File: src/rtl/vend_pkg.sv
// Shared types and coin helpers for the multi-product vending controller.
package vend_pkg;

    typedef enum logic [2:0] {
        IDLE,
        ACCUM,
        VEND,
        CHANGE,
        REFUND
    } state_t;

    localparam logic [1:0] HALF_UNITS = 2'd1;
    localparam logic [1:0] ONE_UNITS  = 2'd2;

    // Simultaneous coins are worth nothing; the controller rejects both.
    function automatic logic [1:0] coin_value(input logic half, input logic one);
        logic [1:0] v;
        v = 2'd0;
        if (half && !one)
            v = HALF_UNITS;
        else if (one && !half)
            v = ONE_UNITS;
        return v;
    endfunction

endpackage

File: src/rtl/vend_stock_bank.sv
// Per-item stock counters with reset/restock reload and a single decrement port.
module vend_stock_bank
    import vend_pkg::*;
#(
    parameter int N_ITEMS    = 4,
    parameter int STOCK_W    = 4,
    parameter int STOCK_INIT = 8,
    parameter int SEL_W      = 2
) (
    input  logic               i_clk,
    input  logic               i_rst,
    input  logic               i_restock,
    input  logic [SEL_W-1:0]   i_restock_item,
    input  logic               i_dec,
    input  logic [SEL_W-1:0]   i_dec_item,
    output logic [N_ITEMS-1:0] o_sold_out
);

    logic [STOCK_W-1:0] r_stock [N_ITEMS];

    // Restock outranks a same-cycle decrement of the same item.
    always_ff @(posedge i_clk) begin
        for (int i = 0; i < N_ITEMS; i++) begin
            if (i_rst)
                r_stock[i] <= STOCK_W'(STOCK_INIT);
            else if (i_restock && (int'(i_restock_item) == i))
                r_stock[i] <= STOCK_W'(STOCK_INIT);
            else if (i_dec && (int'(i_dec_item) == i) && (r_stock[i] != '0))
                r_stock[i] <= r_stock[i] - STOCK_W'(1);
        end
    end

    always_comb begin
        o_sold_out = '0;
        for (int i = 0; i < N_ITEMS; i++)
            o_sold_out[i] = (r_stock[i] == '0);
    end

endmodule

File: src/rtl/vending_ctrl_multi.sv
// Multi-product coin vending controller: credit, selection, vend and half-dollar change train.
//   state  | meaning
//   IDLE   | no credit held
//   ACCUM  | credit > 0, accepting coins / selection / cancel
//   VEND   | one-cycle product release, price deducted
//   CHANGE | paying remaining credit after a vend
//   REFUND | paying back all credit after cancel
module vending_ctrl_multi
    import vend_pkg::*;
#(
    parameter int N_ITEMS     = 4,
    parameter int PRICE_UNITS = 4,
    parameter int MAX_CREDIT  = 8,
    parameter int CREDIT_W    = 4,
    parameter int STOCK_W     = 4,
    parameter int STOCK_INIT  = 8,
    parameter int SEL_W       = 2
) (
    input  logic                i_clk,
    input  logic                i_rst,
    input  logic                i_half_dollar,
    input  logic                i_one_dollar,
    input  logic                i_sel_valid,
    input  logic [SEL_W-1:0]    i_sel_item,
    input  logic                i_cancel,
    input  logic                i_restock,
    input  logic [SEL_W-1:0]    i_restock_item,
    output logic                o_dispense,
    output logic [SEL_W-1:0]    o_dispense_item,
    output logic                o_collect,
    output logic                o_change_out,
    output logic                o_coin_reject,
    output logic                o_sel_err,
    output logic [CREDIT_W-1:0] o_credit,
    output logic                o_busy,
    output logic [N_ITEMS-1:0]  o_sold_out
);

    state_t              r_state, w_state_nxt;
    logic [CREDIT_W-1:0] r_credit, w_credit_nxt;
    logic [SEL_W-1:0]    r_dispense_item, w_dispense_item_nxt;
    logic                r_dispense, w_dispense_nxt;
    logic                r_collect, w_collect_nxt;
    logic                r_change_out, w_change_out_nxt;
    logic                r_coin_reject, w_coin_reject_nxt;
    logic                r_sel_err, w_sel_err_nxt;
    logic                w_dec;
    logic [N_ITEMS-1:0]  w_sold_out;
    logic                w_coin_any, w_coin_both, w_coin_fits, w_sel_ok;
    logic [1:0]          w_coin_val;
    logic [CREDIT_W:0]   w_credit_sum;
    logic [CREDIT_W-1:0] w_remain;

    assign w_coin_any   = i_half_dollar | i_one_dollar;
    assign w_coin_both  = i_half_dollar & i_one_dollar;
    assign w_coin_val   = coin_value(i_half_dollar, i_one_dollar);
    assign w_credit_sum = {1'b0, r_credit} + (CREDIT_W+1)'(w_coin_val);
    assign w_coin_fits  = !w_coin_both && (w_credit_sum <= (CREDIT_W+1)'(MAX_CREDIT));
    assign w_remain     = r_credit - CREDIT_W'(PRICE_UNITS);

    always_comb begin
        w_sel_ok = 1'b0;
        if (int'(i_sel_item) < N_ITEMS)
            w_sel_ok = (r_credit >= CREDIT_W'(PRICE_UNITS)) && !w_sold_out[i_sel_item];
    end

    always_comb begin
        w_state_nxt         = r_state;
        w_credit_nxt        = r_credit;
        w_dispense_item_nxt = '0;
        w_dispense_nxt      = 1'b0;
        w_collect_nxt       = 1'b0;
        w_change_out_nxt    = 1'b0;
        w_coin_reject_nxt   = 1'b0;
        w_sel_err_nxt       = 1'b0;
        w_dec               = 1'b0;
        case (r_state)
            IDLE, ACCUM: begin
                if (i_cancel && (r_state == ACCUM)) begin
                    w_state_nxt       = REFUND;
                    w_coin_reject_nxt = w_coin_any;
                end else if (i_sel_valid && (r_state == ACCUM) && w_sel_ok) begin
                    w_state_nxt         = VEND;
                    w_dispense_nxt      = 1'b1;
                    w_collect_nxt       = 1'b1;
                    w_dispense_item_nxt = i_sel_item;
                    w_coin_reject_nxt   = w_coin_any;
                end else begin
                    // A refused selection does not block a coin in the same cycle.
                    w_sel_err_nxt = i_sel_valid;
                    if (w_coin_any) begin
                        if (w_coin_fits) begin
                            w_credit_nxt = w_credit_sum[CREDIT_W-1:0];
                            w_state_nxt  = ACCUM;
                        end else begin
                            w_coin_reject_nxt = 1'b1;
                        end
                    end
                end
            end
            VEND: begin
                w_dec             = 1'b1;
                w_credit_nxt      = w_remain;
                w_coin_reject_nxt = w_coin_any;
                w_state_nxt       = (w_remain != '0) ? CHANGE : IDLE;
            end
            CHANGE, REFUND: begin
                w_coin_reject_nxt = w_coin_any;
                if (r_credit != '0) begin
                    w_change_out_nxt = 1'b1;
                    w_credit_nxt     = r_credit - CREDIT_W'(1);
                end
                if (r_credit <= CREDIT_W'(1))
                    w_state_nxt = IDLE;
            end
            default: w_state_nxt = IDLE;
        endcase
    end

    always_ff @(posedge i_clk) begin
        if (i_rst) begin
            r_state         <= IDLE;
            r_credit        <= '0;
            r_dispense_item <= '0;
            r_dispense      <= 1'b0;
            r_collect       <= 1'b0;
            r_change_out    <= 1'b0;
            r_coin_reject   <= 1'b0;
            r_sel_err       <= 1'b0;
        end else begin
            r_state         <= w_state_nxt;
            r_credit        <= w_credit_nxt;
            r_dispense_item <= w_dispense_item_nxt;
            r_dispense      <= w_dispense_nxt;
            r_collect       <= w_collect_nxt;
            r_change_out    <= w_change_out_nxt;
            r_coin_reject   <= w_coin_reject_nxt;
            r_sel_err       <= w_sel_err_nxt;
        end
    end

    vend_stock_bank #(
        .N_ITEMS    (N_ITEMS),
        .STOCK_W    (STOCK_W),
        .STOCK_INIT (STOCK_INIT),
        .SEL_W      (SEL_W)
    ) u_stock (
        .i_clk          (i_clk),
        .i_rst          (i_rst),
        .i_restock      (i_restock),
        .i_restock_item (i_restock_item),
        .i_dec          (w_dec),
        .i_dec_item     (r_dispense_item),
        .o_sold_out     (w_sold_out)
    );

    assign o_dispense      = r_dispense;
    assign o_dispense_item = r_dispense_item;
    assign o_collect       = r_collect;
    assign o_change_out    = r_change_out;
    assign o_coin_reject   = r_coin_reject;
    assign o_sel_err       = r_sel_err;
    assign o_credit        = r_credit;
    assign o_busy          = (r_state == VEND) || (r_state == CHANGE) || (r_state == REFUND);
    assign o_sold_out      = w_sold_out;

endmodule
File: config.mk
export PLATFORM = sky130hd
export DESIGN_NAME = vending_ctrl_multi
export DESIGN_NICKNAME = d
export VERILOG_FILES = /design/src/rtl/vend_pkg.sv /design/src/rtl/vend_stock_bank.sv /design/src/rtl/vending_ctrl_multi.sv
export SDC_FILE = /design/constraint.sdc
export NUM_CORES = 1
export LEC_CHECK = 0
export CAP_MARGIN = 20
export CORE_MARGIN = 4
export CORE_UTILIZATION = 50
export CTS_CLUSTER_DIAMETER = 50
export CTS_CLUSTER_SIZE = 14
export DETAILED_ROUTE_END_ITERATION = 7
export HOLD_SLACK_MARGIN = 0.1
export PLACE_DENSITY_LB_ADDON = 0.2
export SLEW_MARGIN = 20
export SYNTH_ARGS = -nofsm -noshare
export SYNTH_HDL_FRONTEND = slang
export SYNTH_SLANG_ARGS = --single-unit
File: constraint.sdc
create_clock -name i_clk -period 3.7 [get_ports i_clk]
set_clock_uncertainty 0.2 [all_clocks]
set_input_delay 0.74 -clock i_clk [delete_from_list [all_inputs] [get_ports i_clk]]
set_output_delay 0.74 -clock i_clk [all_outputs]
set_load 0.01 [all_outputs]
==> results of run 1 <==
[registers in the layout (all words and copies together), names as in the netlist]
| signal | cells |
|---|---|
| r_state | 3 |
| o_change_out | 1 |
| o_collect | 1 |
| o_credit | 4 |
| o_coin_reject | 1 |
| o_sel_err | 1 |
| u_stock.r_stock | 16 |
| o_dispense_item | 2 |
[layout by cell type (no fill, tap or decap), types with 3 or more instances in the layout]
master | Yosys | routed
nor2_1 | 22 | 22
nor2b_1 | 4 | 4
dfxtp_1 | 13 | 13
nand2b_1 | 7 | 7
edfxtp_1 | 16 | 16
nand2_1 | 14 | 14
clkbuf_8 | 0 | 6
clkdlybuf4s50_1 | 0 | 26
a21o_1 | 4 | 4
a31oi_1 | 4 | 4
nand3_1 | 7 | 7
o21ai_0 | 4 | 4
ha_1 | 11 | 11
nor3_1 | 9 | 9
buf_4 | 1 | 3
a211oi_1 | 5 | 5
xnor2_1 | 9 | 9
a21oi_1 | 4 | 4
inv_1 | 18 | 18
o31ai_1 | 4 | 4
nor3b_1 | 7 | 7
[power by group through the flow]
stage	sequential, mW	combinational, mW	clock, mW
final	0.479	0.638	0.274
after CTS	0.478	0.633	0.280
after global routing	0.494	0.701	0.297
after floorplan	0.442	0.494	0
after global placement	0.484	0.621	0
after detailed placement	0.485	0.627	0
[logic make-up (layout without fill, tap and decap cells)]
kind of cell	after synthesis	count (layout)
xor gates and xnor gates	11	11
and+or+nand+nor	93	93
buffers and inverters	29	56
muxes	3	3
AOI/OAI and AO/OA	41	41
adders and majority gates	12	12
DFF	29	29
[layout make-up]
| class | count | share of cell area (%) |
|---|---|---|
| clock buffer | 8 | 3.78 |
| inverter | 19 | 2.99 |
| multi-input combinational | 160 | 47.8 |
| sequential | 29 | 31.0 |
| tap | 48 | 2.52 |
| timing repair buffer | 29 | 11.9 |
[through the flow]
| stage | cell area [sq um] | hold slack, ns | worst slack, ns | power [mW] | instances |
|---|---|---|---|---|---|
| final | 2390 | 0.391 | 0.440 | 1.39 | 293 |
| after global routing | 2390 | 0.428 | 0.218 | 1.49 | 293 |
| after CTS | 2390 | 0.398 | 0.443 | 1.39 | 293 |
| after detailed placement | 2300 | 0.387 | 0.153 | 1.11 | 285 |
| after global placement | 2300 | 0.381 | 0.200 | 1.11 | 285 |
| after floorplan | 2010 | 0.355 | 0.821 | 0.937 | 218 |
[worst register-to-register path: stages (launching register included)]
cell and delay (ns):
dfxtp_1 0.56, inv_1 0.11, ha_1 0.29, a31o_1 0.23, a221o_1 0.36, nor3_1 0.38
and3b_1 0.24, mux2_1 0.31
[metal layers]
layer | vias up | wire length (um)
met5 | - | 0
met4 | 0 | 63
met3 | 10 | 298
met2 | 51 | 1840
met1 | 773 | 2180
li1 | 840 | -
[how the worst max path moves through the flow]
| stage | to | slack [ns] | cells past startpoint | startpoint |
|---|---|---|---|---|
| final | o_credit[2]$_SDFFE_PP0P_ | 0.44 | 9 | i_half_dollar |
| after global routing | o_credit[2]$_SDFFE_PP0P_ | 0.22 | 9 | i_half_dollar |
| after CTS | o_credit[2]$_SDFFE_PP0P_ | 0.44 | 9 | i_half_dollar |
| after detailed placement | o_credit[2]$_SDFFE_PP0P_ | 0.15 | 9 | i_half_dollar |
| after global placement | o_credit[2]$_SDFFE_PP0P_ | 0.20 | 8 | i_half_dollar |
| after floorplan | o_credit[2]$_SDFFE_PP0P_ | 0.82 | 8 | i_half_dollar |
==> impl_metrics.ini, run 1 <==
[floorplanning]
die_y_um = 71.4
io-pin-count = 27
placementRows = 22
start_util_pct = 53.4
core_area_sq_um = 3770
die_area_sq_um = 5100
die_w_um = 71.4

[clock_network]
clkLatencyLatePin_ns = 0.28
post_cts_buffers = 0
htree_num_levels = 2
clk_pin_slew_ns = 0.06
cts.sinks = 29
root_buffer = clkbuf_8
clockBufferDepth = 2
cts_resized = 0
numCtsBuffers = 5
cts_tree = built
hold_buffers = 0

[grt]
overflow = 0
use_met3_pct = 5.89
grtUsageTotal_pct = 18.9
antenna_found_initial = 0
use_met1_pct = 25.5
grt_pass1_vias = 1637
grt_pass1_wl_um = 7610
grt_use_met2_pct = 28.4
grt_max_degree = 20
grt-busiest-layer = met2

[synth]
synth_top_family_by_area = simple AND/OR/NAND/NOR gates
synthCells = 218
ys_types = 60
synth_common_cells = nor2_1 (22), inv_1 (18), edfxtp_1 (16)
synthTopCellsByArea = edfxtp_1 (24%), dfxtp_1 (13%), ha_1 (6.8%)
synth-compound-area-share_pct = 15.7
yosysTopAreaCell = edfxtp_1
synth_seq_area_share_pct = 36.8
yosysMostFrequentCell = nor2_1
synth_edf_count = 16
synth_top_flop_cell = edfxtp_1
yosys.area_share.adder_pct = 7.84
synthXorXnorAreaFrac_pct = 4.79
syn_area_sq_um = 2010
syn_area_per_cell_sq_um = 9.23
syn_nets = 241
ys_ff_latch = 29
synth_async_sr_flop_share_pct = 0
muxShareOfSynthArea_pct = 1.55
yosysTopAreaCellShare_pct = 23.9
synthSimpleGateAreaFrac_pct = 26.8
yosysWarnings = 0

[placement]
portBuffers = 26
gp_congestion = 0.844
dpl.hpwl_um = 3370

[routing]
dr.pass1.iters = 4
via_per_inst = 5.71
drt-total-wl_um = 4370
wl_per_cell_um = 14.9
ant_nets = 0
drc = 0
via_count = 1674
initialDrtViolationCount = 123

[sta]
slew_headroom_pct = 63.2
hold_viol_final = 0
finalSetupViolCount = 0
final_min_period_over_clock_period_pct = 88.1
worst_pin_slew_ns = 0.551
period_needed_ns = 3.26
max_freq_mhz = 307
setup_tns_ns = 0
grt_setup_unrepaired = no
drv_slew = 0

[worst_hold_path]
hold_start = u_stock.r_stock[2][0]$_SDFFCE_PN0P_
whs_endpoint = u_stock.r_stock[2][0]$_SDFFCE_PN0P_
hold_class = reg2reg
min_path_cells = 1

[pwr]
power.density_nw_per_um2 = 583
p_leak_nw = 0.947
power.share.clock_pct = 19.7
p_switching_mw = 0.533
p_int_mw = 0.858
switching_share_pct = 38.3
comb_power_share_pct = 45.9
peakVddDrop_v = 0.000295
seq_power_share_pct = 34.4

[setup_path]
reg2reg_from = o_credit[2]$_SDFFE_PP0P_
crit_family = adder cells
cp.arrival_ns = 3.23
cp.required_ns = 3.67
critPathMaxFanout = 5
path_buf_inv = 1
reg2reg_setup_slack_ns = 0.91
critPathSlowestCell = clkdlybuf4s50_1
critPathLaunchType = input pin
worst_path_largest_cell_delay_ns = 0.47
criticalPathCategory = in2reg
reg2reg_depth = 7
end_kind = register
r2r-end = o_credit[2]$_SDFFE_PP0P_
critical_path.cell_chain = clkdlybuf4s50_1, nor2b_1, ha_1, fa_1, xor2_1, o31ai_1, o21ai_0, and3b_1, mux2_1

[layout]
post-route-util_pct = 63.3
register_area_sq_um = 741
fin_nets = 267
diodes = 0
syn_to_final_growth_pct = 18.6
fillCellCount = 327
multiInputGateArea_sq_um = 1140
drive_above_1_share_pct = 7.76

[status]
status = complete, no violations

[flow_run]
cap_viol_max_count = 0
Power figures use the tool's default switching activity.
==> inputs of run 2 (changes only) <==
--- a/config.mk
+++ b/config.mk
@@ -6,11 +6,13 @@
 export NUM_CORES = 1
 export LEC_CHECK = 0
 export CAP_MARGIN = 20
+export CORE_ASPECT_RATIO = 0.7
 export CORE_MARGIN = 4
 export CORE_UTILIZATION = 50
 export CTS_CLUSTER_DIAMETER = 50
 export CTS_CLUSTER_SIZE = 14
 export DETAILED_ROUTE_END_ITERATION = 7
+export GPL_ROUTABILITY_DRIVEN = 0
 export HOLD_SLACK_MARGIN = 0.1
 export PLACE_DENSITY_LB_ADDON = 0.2
 export SLEW_MARGIN = 20
==> impl_metrics.ini, run 2 (synthesized netlist as in run 1, its figures left out) <==
[clock_network]
cts.sinks = 29
hold_buffers = 0
numCtsBuffers = 5
htree_num_levels = 2
clkLatencyLatePin_ns = 0.28
cts_tree = built
root_buffer = clkbuf_8
clockBufferDepth = 2
clk_pin_slew_ns = 0.07
post_cts_buffers = 0
cts_resized = 0

[setup_path]
cp.arrival_ns = 3.28
critPathSlowestCell = clkdlybuf4s50_1
critical_path.cell_chain = clkdlybuf4s50_1, nor2b_1, ha_1, fa_1, xor2_1, o31ai_1, o21ai_0, and3b_1, mux2_1
critPathMaxFanout = 5
worst_path_largest_cell_delay_ns = 0.48
path_buf_inv = 1
cp.required_ns = 3.67
crit_path_start = i_half_dollar
critPathLaunchType = input pin
r2r-end = r_state[0]$_SDFFE_PP0P_
reg2reg_from = o_credit[2]$_SDFFE_PP0P_
crit_family = adder cells
criticalPathCategory = in2reg
reg2reg_depth = 7
end_kind = register
reg2reg_setup_slack_ns = 0.87

[sta]
final_min_period_over_clock_period_pct = 89.5
setup_tns_ns = 0
slew_headroom_pct = 61.6
hold_viol_final = 0
setup_slack_ns = 0.388
period_needed_ns = 3.31
drv_slew = 0
holdWs_ns = 0.391
max_freq_mhz = 302
grt_setup_unrepaired = no
finalSetupViolCount = 0
worst_pin_slew_ns = 0.575

[floorplanning]
start_util_pct = 54.5
die_y_um = 61.1
die_w_um = 83.8
io-pin-count = 27
die_area_sq_um = 5120
core_area_sq_um = 3690
placementRows = 18

[routing]
via_count = 1667
via_per_inst = 5.67
wl_per_cell_um = 15.0
drc = 0
dr.pass1.iters = 4
drt-total-wl_um = 4420
ant_nets = 0
initialDrtViolationCount = 236

[placement]
dpl.cell_count = 286
portBuffers = 26
place_ws_ns = 0.137
dpl.hpwl_um = 3430

[layout]
drive_above_1_share_pct = 8.20
finalNonFillerCells = 294
diodes = 0
layout_commonest_cell = clkdlybuf4s50_1
fillCellCount = 316
fin_nets = 266
top_register = u_stock.r_stock
syn_to_final_growth_pct = 18.2
largest_reg_flops = 16
layout_common_cells = clkdlybuf4s50_1 (26), nor2_1 (22), inv_1 (18)

[pwr]
power.density_nw_per_um2 = 578
p_leak_nw = 0.940
peakVddDrop_v = 0.000292
power.total_mw = 1.37

[status]
status = complete, no violations

[grt]
antenna_found_initial = 0
overflow = 0
grt_pass1_wl_um = 7560
grt_pass1_vias = 1484
grtUsageTotal_pct = 19.0
grt_max_degree = 19

[worst_hold_path]
min_path_cells = 1
hold_class = reg2reg
whs_endpoint = u_stock.r_stock[1][0]$_SDFFCE_PN0P_
hold_start = u_stock.r_stock[1][0]$_SDFFCE_PN0P_

[flow_run]
cap_viol_max_count = 0
## run 2: metal layers
| metal | routed length, um | GRT usage (%) | vias to the layer above |
|---|---|---|---|
| met5 | 0 | 0 | - |
| met4 | 36 | 5.05 | 0 |
| met3 | 361 | 4.55 | 5 |
| met2 | 1690 | 24.5 | 53 |
| met1 | 2330 | 30.8 | 768 |
| li1 | - | - | 841 |
## run 2: layout make-up
class | count | area, sq um | area share [%]
tap | 50 | 62.6 | 2.63
inverter | 19 | 71.3 | 3.00
clock buffer | 5 | 68.8 | 2.89
sequential | 29 | 741 | 31.2
multi-input combinational | 160 | 1140 | 48.0
clock inverter | 3 | 17.5 | 0.737
timing repair buffer | 28 | 275 | 11.6
## run 2: worst max path at each step
| stage | slack, ns | to | depth (start not counted) |
|---|---|---|---|
| after floorplan | 0.82 | o_credit[2]$_SDFFE_PP0P_ | 8 |
| final | 0.39 | o_credit[2]$_SDFFE_PP0P_ | 9 |
| after global routing | 0.18 | o_credit[2]$_SDFFE_PP0P_ | 8 |
| after detailed placement | 0.14 | o_credit[2]$_SDFFE_PP0P_ | 9 |
| after global placement | 0.19 | o_credit[2]$_SDFFE_PP0P_ | 8 |
| after CTS | 0.42 | o_credit[2]$_SDFFE_PP0P_ | 9 |
## run 2: per-stage QoR
step | cell area [sq um] | utilization [%]
final | 2380 | 64.4
after global routing | 2380 | 64.4
after CTS | 2380 | 64.4
after detailed placement | 2290 | 62.0
after floorplan | 2010 | -
after global placement | 2290 | 62.0
## run 2: report_power, final
part           leakage (nW)  internal, mW  switching [mW]
registers             0.260         0.390          0.0976
logic                 0.635         0.315           0.317
clock network        0.0439         0.129           0.125
total                 0.940         0.835           0.540
## run 2: worst reg2reg max path, stage by stage, from the launching register on
cell      delay, ns
dfxtp_1        0.55
inv_1          0.12
ha_1           0.29
or3b_2         0.46
nor4_1         0.35
or2_1          0.33
o41ai_2        0.15
a221oi_2       0.29
